$ cat src/rtl/matrix_transpose_stream.sv
// Element-serial square matrix transposer: row-major words in, column-major words out.
// Two ping-pong banks let one matrix be written while the previous one is read.
module matrix_transpose_stream #(
  parameter int MATRIX_SIZE = 3,
  parameter int WORD_LENGTH = 8
) (
  input  logic                   clk,
  input  logic                   reset,
  input  logic [WORD_LENGTH-1:0] in_data,
  input  logic                   in_valid,
  output logic                   in_ready,
  output logic [WORD_LENGTH-1:0] out_data,
  output logic                   out_valid,
  input  logic                   out_ready,
  output logic                   out_first,
  output logic                   out_last
);

  localparam int CW = (MATRIX_SIZE > 1) ? $clog2(MATRIX_SIZE) : 1;
  localparam logic [CW-1:0] LAST_IDX = CW'(MATRIX_SIZE - 1);
  localparam logic [CW-1:0] ONE      = CW'(1);

  logic [WORD_LENGTH-1:0] mem [2][MATRIX_SIZE][MATRIX_SIZE];
  logic [1:0]    bank_full;
  logic          wr_bank, rd_bank;
  logic [CW-1:0] wr_row, wr_col, rd_row, rd_col;
  logic          wr_fire, rd_fire, wr_end, rd_end;

  assign in_ready  = !bank_full[wr_bank];
  assign out_valid = bank_full[rd_bank];
  assign wr_fire   = in_valid && in_ready;
  assign rd_fire   = out_valid && out_ready;
  assign wr_end    = (wr_row == LAST_IDX) && (wr_col == LAST_IDX);
  assign rd_end    = (rd_row == LAST_IDX) && (rd_col == LAST_IDX);

  assign out_data  = out_valid ? mem[rd_bank][rd_row][rd_col] : '0;
  assign out_first = out_valid && (rd_row == '0) && (rd_col == '0);
  assign out_last  = out_valid && rd_end;

  // Storage is deliberately left uncleared by reset; the bank flags gate all reads.
  always_ff @(posedge clk) begin
    if (wr_fire) mem[wr_bank][wr_row][wr_col] <= in_data;
  end

  // Row-major write walk.
  always_ff @(posedge clk) begin
    if (reset) begin
      wr_bank <= 1'b0;
      wr_row  <= '0;
      wr_col  <= '0;
    end else if (wr_fire) begin
      if (wr_col == LAST_IDX) begin
        wr_col <= '0;
        if (wr_row == LAST_IDX) begin
          wr_row  <= '0;
          wr_bank <= !wr_bank;
        end else begin
          wr_row <= wr_row + ONE;
        end
      end else begin
        wr_col <= wr_col + ONE;
      end
    end
  end

  // Column-major read walk: row index moves fastest.
  always_ff @(posedge clk) begin
    if (reset) begin
      rd_bank <= 1'b0;
      rd_row  <= '0;
      rd_col  <= '0;
    end else if (rd_fire) begin
      if (rd_row == LAST_IDX) begin
        rd_row <= '0;
        if (rd_col == LAST_IDX) begin
          rd_col  <= '0;
          rd_bank <= !rd_bank;
        end else begin
          rd_col <= rd_col + ONE;
        end
      end else begin
        rd_row <= rd_row + ONE;
      end
    end
  end

  // Fill and drain always target different banks, so both updates may land together.
  always_ff @(posedge clk) begin
    if (reset) begin
      bank_full <= 2'b00;
    end else begin
      if (wr_fire && wr_end) bank_full[wr_bank] <= 1'b1;
      if (rd_fire && rd_end) bank_full[rd_bank] <= 1'b0;
    end
  end

endmodule
$ cat config.mk
export PLATFORM = sky130hd
export DESIGN_NAME = matrix_transpose_stream
export DESIGN_NICKNAME = d
export VERILOG_FILES = /design/src/rtl/matrix_transpose_stream.sv
export SDC_FILE = /design/constraint.sdc
export NUM_CORES = 1
export LEC_CHECK = 0
export ABC_AREA = 1
export CORE_MARGIN = 5
export CORE_UTILIZATION = 35
export DETAILED_ROUTE_END_ITERATION = 10
export SYNTH_ARGS = -nofsm -noshare
export SYNTH_HDL_FRONTEND = slang
export SYNTH_SLANG_ARGS = --single-unit
$ cat constraint.sdc
create_clock -name clk -period 2.2 [get_ports clk]
set_input_delay 0.22 -clock clk [delete_from_list [all_inputs] [get_ports clk]]
set_output_delay 0.22 -clock clk [all_outputs]
set_load 0.01 [all_outputs]
==> results.yml, run 1 <==
power:
  clkPwrFrac_pct: 44.0
  p_int_w: 0.004917
  combinationalPowerShare_pct: 2.5
  vdd_drop_max_uv: 603.0
  leakage_nw: 3.287
  switchingPower_w: 0.001212
  sw_frac_of_total_pct: 19.78
  power_frac_seq_pct: 53.6
  power_density_mw_per_mm2: 744.8
setup_path:
  critPathRequiredTime_ps: 1980
  rr_worst_depth: 7
  reg2reg_to: "mem[1][22]"
  end_kind: "output pin"
  rr_startpoint: "wr_bank"
  crit_arrival_ps: 1880
  start_kind: "flip-flop"
  criticalPathCategory: "reg -> out"
  critPathMaxFanout: 4
  r2r_slack_ps: 210
yosys:
  syn-cell-area_mm2: 0.006646
  synth_fp_nets: 637
  synth.distinct_cells: 27
  yosysTopAreaCell: "edfxtp_1"
  muxShareOfSynthArea_pct: 0
  synth-simple-area-share_pct: 19.58
  synth_top_family_by_area: "simple AND/OR/NAND/NOR gates"
  synth_xor_area_share_pct: 0
  yosysMostFrequentCell: "edfxtp_1"
  ys_ff_latch: 157
  yosysWarnings: 0
  synth-edff-count: 144
  synth-compound-area-share_pct: 4.725
  synth_flop_cell: "edfxtp_1"
  synth_top_area_share_pct: 65.06
  synthTopCellsByArea: "edfxtp_1 (65%), nand2_1 (7.8%), inv_1 (4.8%)"
  synth.avg_cell_area_um2: 10.63
  ys_seq_area_share_pct: 68.98
  synthAdderAreaFrac_pct: 0
  synth_commonest_cells: "edfxtp_1 (144), nand2_1 (138), inv_1 (85)"
  synthCells: 625
  synthArstFlopShare_pct: 0
layout:
  antenna_cells: 0
  finalNetCount: 716
  area_growth_pct: 23.83
  final_cell_area_mm2: 0.008230
  layout-drive-gt1-share_pct: 18.97
global_route:
  grt_overflow: 0
  antenna_found_initial: 0
  grt_pass1_wl_um: 25360
  grt_pass1_vias: 4697
  grt_max_degree: 35
  track_usage_pct: 15.36
route:
  dr.pass1.iters: 6
  drc_errors: 0
  initialDrtViolationCount: 402
  wl_um: 16180
  viasPerCell: 4.864
  antenna_left: 0
  vias: 4626
  wire_per_inst_um: 17.01
timing:
  rsz0062_at_grt: "false"
  setup_viol: 0
  tns_ps: 0
  hold_viol_final: 0
  tightest_slew_ps: 704.3
  clock_skew_ps: 11.67
  fmaxAchievable_ghz: 0.4769
  final_max_slew_viol_count: 0
  fin_crit_ps: 2097
  slew_headroom_pct: 52.90
  timing.final.crit_share_pct: 95.30
clocking:
  cts_sinks: 157
  cts_buffer_depth: 2
  clock_latency_ps: 420
  cts_root_buf: "clkbuf_16"
  cts_max_level: 4
  clkTransAtPathRegs_ps: 60
  cts_tree: "yes"
  cts_buffers: 17
worst_hold_path:
  hold_path.startpoint: "reset"
  hold_end: "wr_row[0]"
  holdPathStages: 2
  hp-class: "in -> reg"
placed_design:
  io_buffer_count: 23
  gp_congestion: 0.8065
  placed_area_mm2: 0.007427
  dp_hpwl_um: 10690
outcome:
  status: "finished, final reports clean"
floorplan:
  die_h_um: 147.8
  start_util_pct: 35.53
  core-area_mm2: 0.01871
  pin_count: 24
  die-area_mm2: 0.02184
  die_w_um: 147.8
  core.rowCount: 50
run:
  max-cap-violations: 0
[power by group through the flow]
stage / logic [W] / clock network, W / registers [W]
finish: 0.000150 / 0.00270 / 0.00328
global route: 0.000164 / 0.00286 / 0.00328
CTS: 0.000152 / 0.00274 / 0.00328
detailed placement: 0.000151 / 0 / 0.00335
global placement: 0.000148 / 0 / 0.00335
floorplan: 0.0000489 / 0 / 0.00335
[routing by layer]
metal	global-route usage [%]	share of wire, %	vias up
met5	0	0	-
met3	2.698	4.0	33
met4	7.083	3.2	0
met1	19.05	43	2221
li1	-	-	2234
met2	26.20	49	138
[flip-flops by register name, summed over array words and instances, names as in the netlist, named ones only]
name	flops
rd_row	2
bank_full	2
mem	144
rd_bank	1
rd_col	2
wr_bank	1
wr_col	2
wr_row	2
[area by class of cell]
class,instances,area [µm²]
timing repair buffer,81,758.2
clock inverter,10,60.06
clock buffer,22,495.5
fill,1683,10480
tap,234,292.8
inverter,92,347.8
sequential,157,4596
multi-input combinational,355,1680
[stage by stage]
step	worst slack, ps	std cells	utilization, %	hold WS [ps]	power, W
after CTS	0.9468	944	43.59	456.8	0.006176
after global placement	63.25	902	39.71	465.2	0.003497
after detailed placement	15.29	902	39.71	477.7	0.003501
final	103.3	951	44.00	455.6	0.006130
after global routing	4.732	951	44.00	471.7	0.006312
after floorplan	193.5	625	-	289.1	0.003399
[cell families after synthesis]
family	after synthesis
AND/OR/NAND/NOR	302
buffers and inverters	113
AO/OA/AOI/OAI	53
flip-flops	157
[layout by cell type (no fill, tap or decap), types with 2 or more instances in the layout]
cell type / count
a21oi_1: 9
buf_12: 5
buf_2: 5
buf_4: 45
buf_6: 5
clkbuf_16: 19
clkbuf_2: 3
clkbuf_8: 3
clkdlybuf4s50_1: 13
clkinv_2: 6
clkinv_4: 2
dfxtp_1: 10
dfxtp_4: 3
edfxtp_1: 144
inv_1: 85
inv_2: 5
inv_4: 3
nand2_1: 130
nand2_2: 9
nand3_1: 51
nand3_2: 4
nor2_1: 68
nor2_2: 2
nor2_4: 2
nor3_1: 13
nor3_2: 2
o211ai_1: 18
o21ai_0: 14
o21ai_1: 11
or2_1: 10
or2_2: 8
[worst max path at each step]
| stage | depth (start not counted) | startpoint | slack (ps) | end |
|---|---|---|---|---|
| floorplan | 6 | wr_bank | 190 | mem[0][40] |
| finish | 11 | rd_row[0] | 100 | out_data[0] |
| global route | 11 | rd_row[1] | 5 | out_data[2] |
| CTS | 10 | rd_row[1] | 0.9 | out_data[0] |
| global placement | 9 | rd_row[1] | 60 | out_data[6] |
| detailed placement | 9 | rd_row[1] | 20 | out_data[0] |
[repair_timing]
item,4_1_cts,5_1_grt
setup buffers,8,6
setup endpoints to repair,10,9
resized for setup,39,22
hold buffers,0,0
gates cloned,2,1
pin swaps,1,8
[critical path: stages, from the launching register on]
cell	delay, ps
dfxtp_4	390
inv_4	60
nor2_4	150
buf_4	150
clkbuf_16	130
nand3_1	70
nand3_1	120
nand2_1	80
nand3_2	80
nand2_1	60
inv_1	50
buf_2	120
No activity file was read; power rests on OpenSTA's default activity.
==> run 2: changes to the inputs <==
Settings changed: CORE_MARGIN 5 to default.
==> run 2 against run 1 <==
Net effect: the flow now finishes with violations (setup timing); power grew 4.6%; global-route usage is 2.5 points higher; final cell count down 0.11%; via count is 1.9% higher; flip-flop and latch count unchanged; maximum frequency down 6.3%; die area decreased by 11%; worst setup slack got worse by 140 ps; critical path type unchanged; critical endpoint is now out_data[3]; largest cell class unchanged; highest routed layer unchanged.
==> results.yml, run 2 (synthesis gave the netlist of run 1 again) <==
worst_hold_path:
  holdPathStages: 2
  hold_end: "wr_col[0]"
  hp-class: "in -> reg"
  hold_path.startpoint: "reset"
power:
  clkPwrFrac_pct: 46.2
  power.total_w: 0.006413
  power_density_mw_per_mm2: 754.2
  p_int_w: 0.005041
  combinationalPowerShare_pct: 2.5
  leakage_nw: 3.374
  vdd_drop_max_uv: 445.6
  power_frac_seq_pct: 51.2
  sw_frac_of_total_pct: 21.39
  switchingPower_w: 0.001372
clocking:
  cts_max_level: 4
  cts_sinks: 157
  clkTransAtPathRegs_ps: 70
  cts_buffer_depth: 2
  cts_tree: "yes"
  clock_latency_ps: 430
  cts_buffers: 17
  cts_root_buf: "clkbuf_16"
timing:
  final_max_slew_viol_count: 0
  rsz0062_at_grt: "true"
  timing.final.crit_share_pct: 101.8
  holdWs_ps: 440.7
  clock_skew_ps: 8.794
  setup_ws_ps: -38.78
  setup_viol: 3
  fmaxAchievable_ghz: 0.4467
  hold_viol_final: 0
  fin_crit_ps: 2239
  slew_headroom_pct: 74.21
  tightest_slew_ps: 385.4
layout:
  area_growth_pct: 27.94
  top_register: "mem"
  antenna_cells: 0
  layout-drive-gt1-share_pct: 24.72
  layout_commonest_cell: "edfxtp_1"
  multi_input_area_mm2: 0.001829
  final_cell_area_mm2: 0.008503
  most-common-layout-cells: "edfxtp_1 (144), nand2_1 (114), inv_1 (83)"
  finalNetCount: 715
  largest_reg_flops: 144
  register_area_mm2: 0.004589
  fillCellCount: 1688
placed_design:
  placed_area_mm2: 0.007430
  dp_hpwl_um: 10530
  io_buffer_count: 23
  gp_congestion: 0.8976
setup_path:
  reg2reg_to: "mem[1][10]"
  end_kind: "output pin"
  crit_chain: "buf_6 > buf_12 > buf_16 > buf_6 > nand2_2 > nand3_2 > nand3_2 > nand2_2 > nand2_2 > nand2_2 > nand2_1 > buf_2"
  critPathRequiredTime_ps: 1980
  rr_worst_depth: 7
  slowest_stage: "dfxtp_4"
  crit_arrival_ps: 2020
  start_kind: "flip-flop"
  critPathMaxStageDelay_ps: 420
  rr_startpoint: "wr_bank"
  critPathMaxFanout: 8
  crit_path_frequent_cell: "nand2_2"
  r2r_slack_ps: 330
  criticalPathCategory: "reg -> out"
route:
  wl_um: 16650
  vias: 4712
  initialDrtViolationCount: 457
  drc_errors: 0
  dr.pass1.iters: 5
  wire_per_inst_um: 17.53
  viasPerCell: 4.960
  antenna_left: 0
floorplan:
  core.rowCount: 50
  start_util_pct: 35.65
  die_w_um: 139.8
  die_h_um: 139.8
  die-area_mm2: 0.01954
  pin_count: 24
  core-area_mm2: 0.01864
global_route:
  grt_pass1_wl_um: 25750
  antenna_found_initial: 0
  grt_max_degree: 32
  grt_overflow: 0
  track_usage_pct: 17.88
  grt_pass1_vias: 4575
outcome:
  status: "complete, but fails checks"
  violations: "setup timing"
run:
  max-cap-violations: 0
-- run 2: power by group through the flow --
stage	logic (W)	clock network, W	registers [W]
CTS	0.000157	0.00300	0.00328
global route	0.000176	0.00313	0.00329
finish	0.000162	0.00297	0.00329
floorplan	0.0000489	0	0.00335
detailed placement	0.000154	0	0.00335
global placement	0.000150	0	0.00335
-- run 2: layout make-up --
cell class / instances / area share, %
clock buffer: 17 / 5.003
clock inverter: 15 / 2.060
inverter: 92 / 4.149
multi-input combinational: 355 / 21.51
sequential: 157 / 53.97
tap: 234 / 3.443
timing repair buffer: 80 / 9.859
-- run 2: worst max-delay path: cells and delay by family (launching register included) --
kind	cells	cell delay, ps
flip-flops	1	420
buffers and inverters	5	660
AND/OR/NAND/NOR	7	500
-- run 2: worst max-delay path by stage --
stage | to | slack, ps | start | cells after the start
final | out_data[3] | -40 | flip-flop | 12
after global routing | out_data[3] | -120 | flip-flop | 12
after CTS | out_data[2] | -100 | flip-flop | 9
after detailed placement | out_data[6] | -60 | flip-flop | 9
after global placement | out_data[1] | -10 | flip-flop | 9
after floorplan | mem[0][40] | 190 | wr_bank | 6
-- run 2: stage by stage --
stage	setup TNS, ps	util, %	cells	worst slack [ps]
floorplan	0	-	625	193.5
global placement	-13.64	39.85	904	-13.64
detailed placement	-205.7	39.85	904	-59.85
CTS	-301.0	44.75	949	-100.8
global route	-552.5	45.61	950	-122.8
finish	-54.42	45.61	950	-38.78
-- run 2: layer usage --
metal / vias up / wire, µm / global-route usage, %
li1: 2234 / - / -
met4: 0 / 323 / 7.056
met2: 140 / 8167 / 29.66
met1: 2314 / 7340 / 22.95
met3: 24 / 818 / 3.613
met5: - / 0 / 0
-- run 2: timing repair --
action,CTS,global route
pin swaps,6,44
hold buffers,0,0
resized for setup,71,47
cloned,4,1
setup buffers,9,0
endpoints found under the setup margin,10,8
==> run 3: changes to the inputs <==
Settings changed: CORE_UTILIZATION 35 to 48, PLACE_DENSITY from default to 0.65.
==> run 3 against run 2 <==
Net effect: the flow now finishes without violations; sequential power is essentially flat; flip-flop and latch count is the same; worst setup slack gained 61 ps; first-iteration DRC count grew 39%; via count grew 1.4%; die area shrank 27%; non-clock buffer count shrank 1; final area shrank 1.8%; sequential share of layout area grew 1.1 points; critical path depth shrank 9; critical path type unchanged; largest power group is now clock.
==> results.yml, run 3 (synthesis gave the netlist of run 1 again) <==
placed_design:
  dp_hpwl_um: 9653
  gp_congestion: 0.8234
  io_buffer_count: 23
  placed_cells_incl_taps: 839
global_route:
  grt_pass1_wl_um: 25420
  track_usage_pct: 24.73
  grt_overflow: 0
  grt_pass1_vias: 4636
  grt_max_degree: 25
  antenna_found_initial: 0
setup_path:
  slowest_stage: "clkdlybuf4s50_1"
  critPathMaxFanout: 17
  end_kind: "output pin"
  crit_arrival_ps: 1960
  start_kind: "flip-flop"
  crit_chain: "nand2_4 > nor4_1 > clkdlybuf4s50_1"
  critPathMaxStageDelay_ps: 600
  criticalPathCategory: "reg -> out"
  critPathRequiredTime_ps: 1980
timing:
  holdWs_ps: 452.4
  tns_ps: 0
  final_max_slew_viol_count: 0
  rsz0062_at_grt: "true"
  timing.final.crit_share_pct: 98.98
  clock_skew_ps: 8.606
  setup_viol: 0
  hold_viol_final: 0
  tightest_slew_ps: 369.1
  fin_crit_ps: 2178
  fmaxAchievable_ghz: 0.4592
  slew_headroom_pct: 75.24
layout:
  finalNetCount: 714
  area_growth_pct: 25.58
  layout-drive-gt1-share_pct: 18.32
  fin_util_pct: 62.53
  most-common-layout-cells: "edfxtp_1 (144), nand2_1 (129), inv_1 (85)"
  fillCellCount: 1021
  antenna_cells: 0
  top_register: "mem"
  layout.cells.non_filler: 891
  layout_commonest_cell: "edfxtp_1"
  largest_reg_flops: 144
clocking:
  clkTransAtPathRegs_ps: 60
  cts_buffers: 17
  cts_sinks: 157
  cts_max_level: 4
  cts_tree: "yes"
  clock_latency_ps: 430
  cts_buffer_depth: 2
  cts_root_buf: "clkbuf_16"
floorplan:
  core.rowCount: 42
  core-area_mm2: 0.01335
  die_w_um: 119.7
  die_h_um: 119.7
  pin_count: 24
  die-area_mm2: 0.01432
  start_util_pct: 49.79
route:
  drc_errors: 0
  wire_per_inst_um: 19.00
  vias: 4780
  viasPerCell: 5.365
  wl_um: 16930
  antenna_left: 0
  dr.pass1.iters: 7
  initialDrtViolationCount: 637
worst_hold_path:
  hp-class: "in -> reg"
power:
  vdd_drop_max_uv: 558.0
  power.total_w: 0.006726
  leakage_nw: 3.323
  power_density_mw_per_mm2: 805.8
run:
  max-cap-violations: 0
outcome:
  status: "finished, final reports clean"
-- run 3: timing repair --
| action | 4_1_cts | 5_1_grt |
|---|---|---|
| pin swaps | 7 | 16 |
| hold buffers | 0 | 0 |
| gates resized for setup | 48 | 16 |
| endpoints found under the setup margin | 9 | 10 |
| gates cloned | 5 | 2 |
| buffers inserted | 7 | 7 |
-- run 3: report_power, final --
part,internal (W),switching [W]
combinational,0.0000516,0.000102
sequential,0.00328,0.00000685
clock,0.00217,0.00112
-- run 3: worst max-delay path: cells and delay by family (launching register included) --
kind,cells,cell delay (ps)
buffers and inverters,1,600
flip-flops,1,440
AND/OR/NAND/NOR,2,490
-- run 3: per-layer routing --
layer	share of wire, %	GRT usage (%)	wire (µm)	vias up
met5	0	0	0	-
met4	1.8	7.578	307	0
met3	7.5	6.274	1275	30
met2	50	41.51	8473	219
met1	41	31.55	6876	2300
li1	-	-	-	2231
-- run 3: final cells by class --
type	instances	area (µm²)	area share [%]
flip-flops and latches	157	4593	55.03
multi-input cells	355	1660	19.89
repair buffers	79	853.3	10.22
clock buffers	26	509.2	6.101
inverters	92	355.3	4.257
well taps	176	220.2	2.638
clock inverters	6	155.1	1.859
-- run 3: worst paths after layout --
check,slack [ps],startpoint,to,depth (start not counted)
hold reg to reg,480,wr_row[1],wr_row[1],2
setup / recovery,20,rd_row[1],out_last,3
setup reg to reg,330,wr_bank,mem[1][69],7
hold / removal,450,reset,wr_row[1],2
-- run 3: through the flow --
| step | worst slack [ps] | area [µm²] |
|---|---|---|
| floorplan | 193.5 | 6646 |
| global placement | 38.61 | 7342 |
| detailed placement | 25.30 | 7342 |
| CTS | -7.879 | 8249 |
| global route | -38.54 | 8347 |
| finish | 22.48 | 8347 |
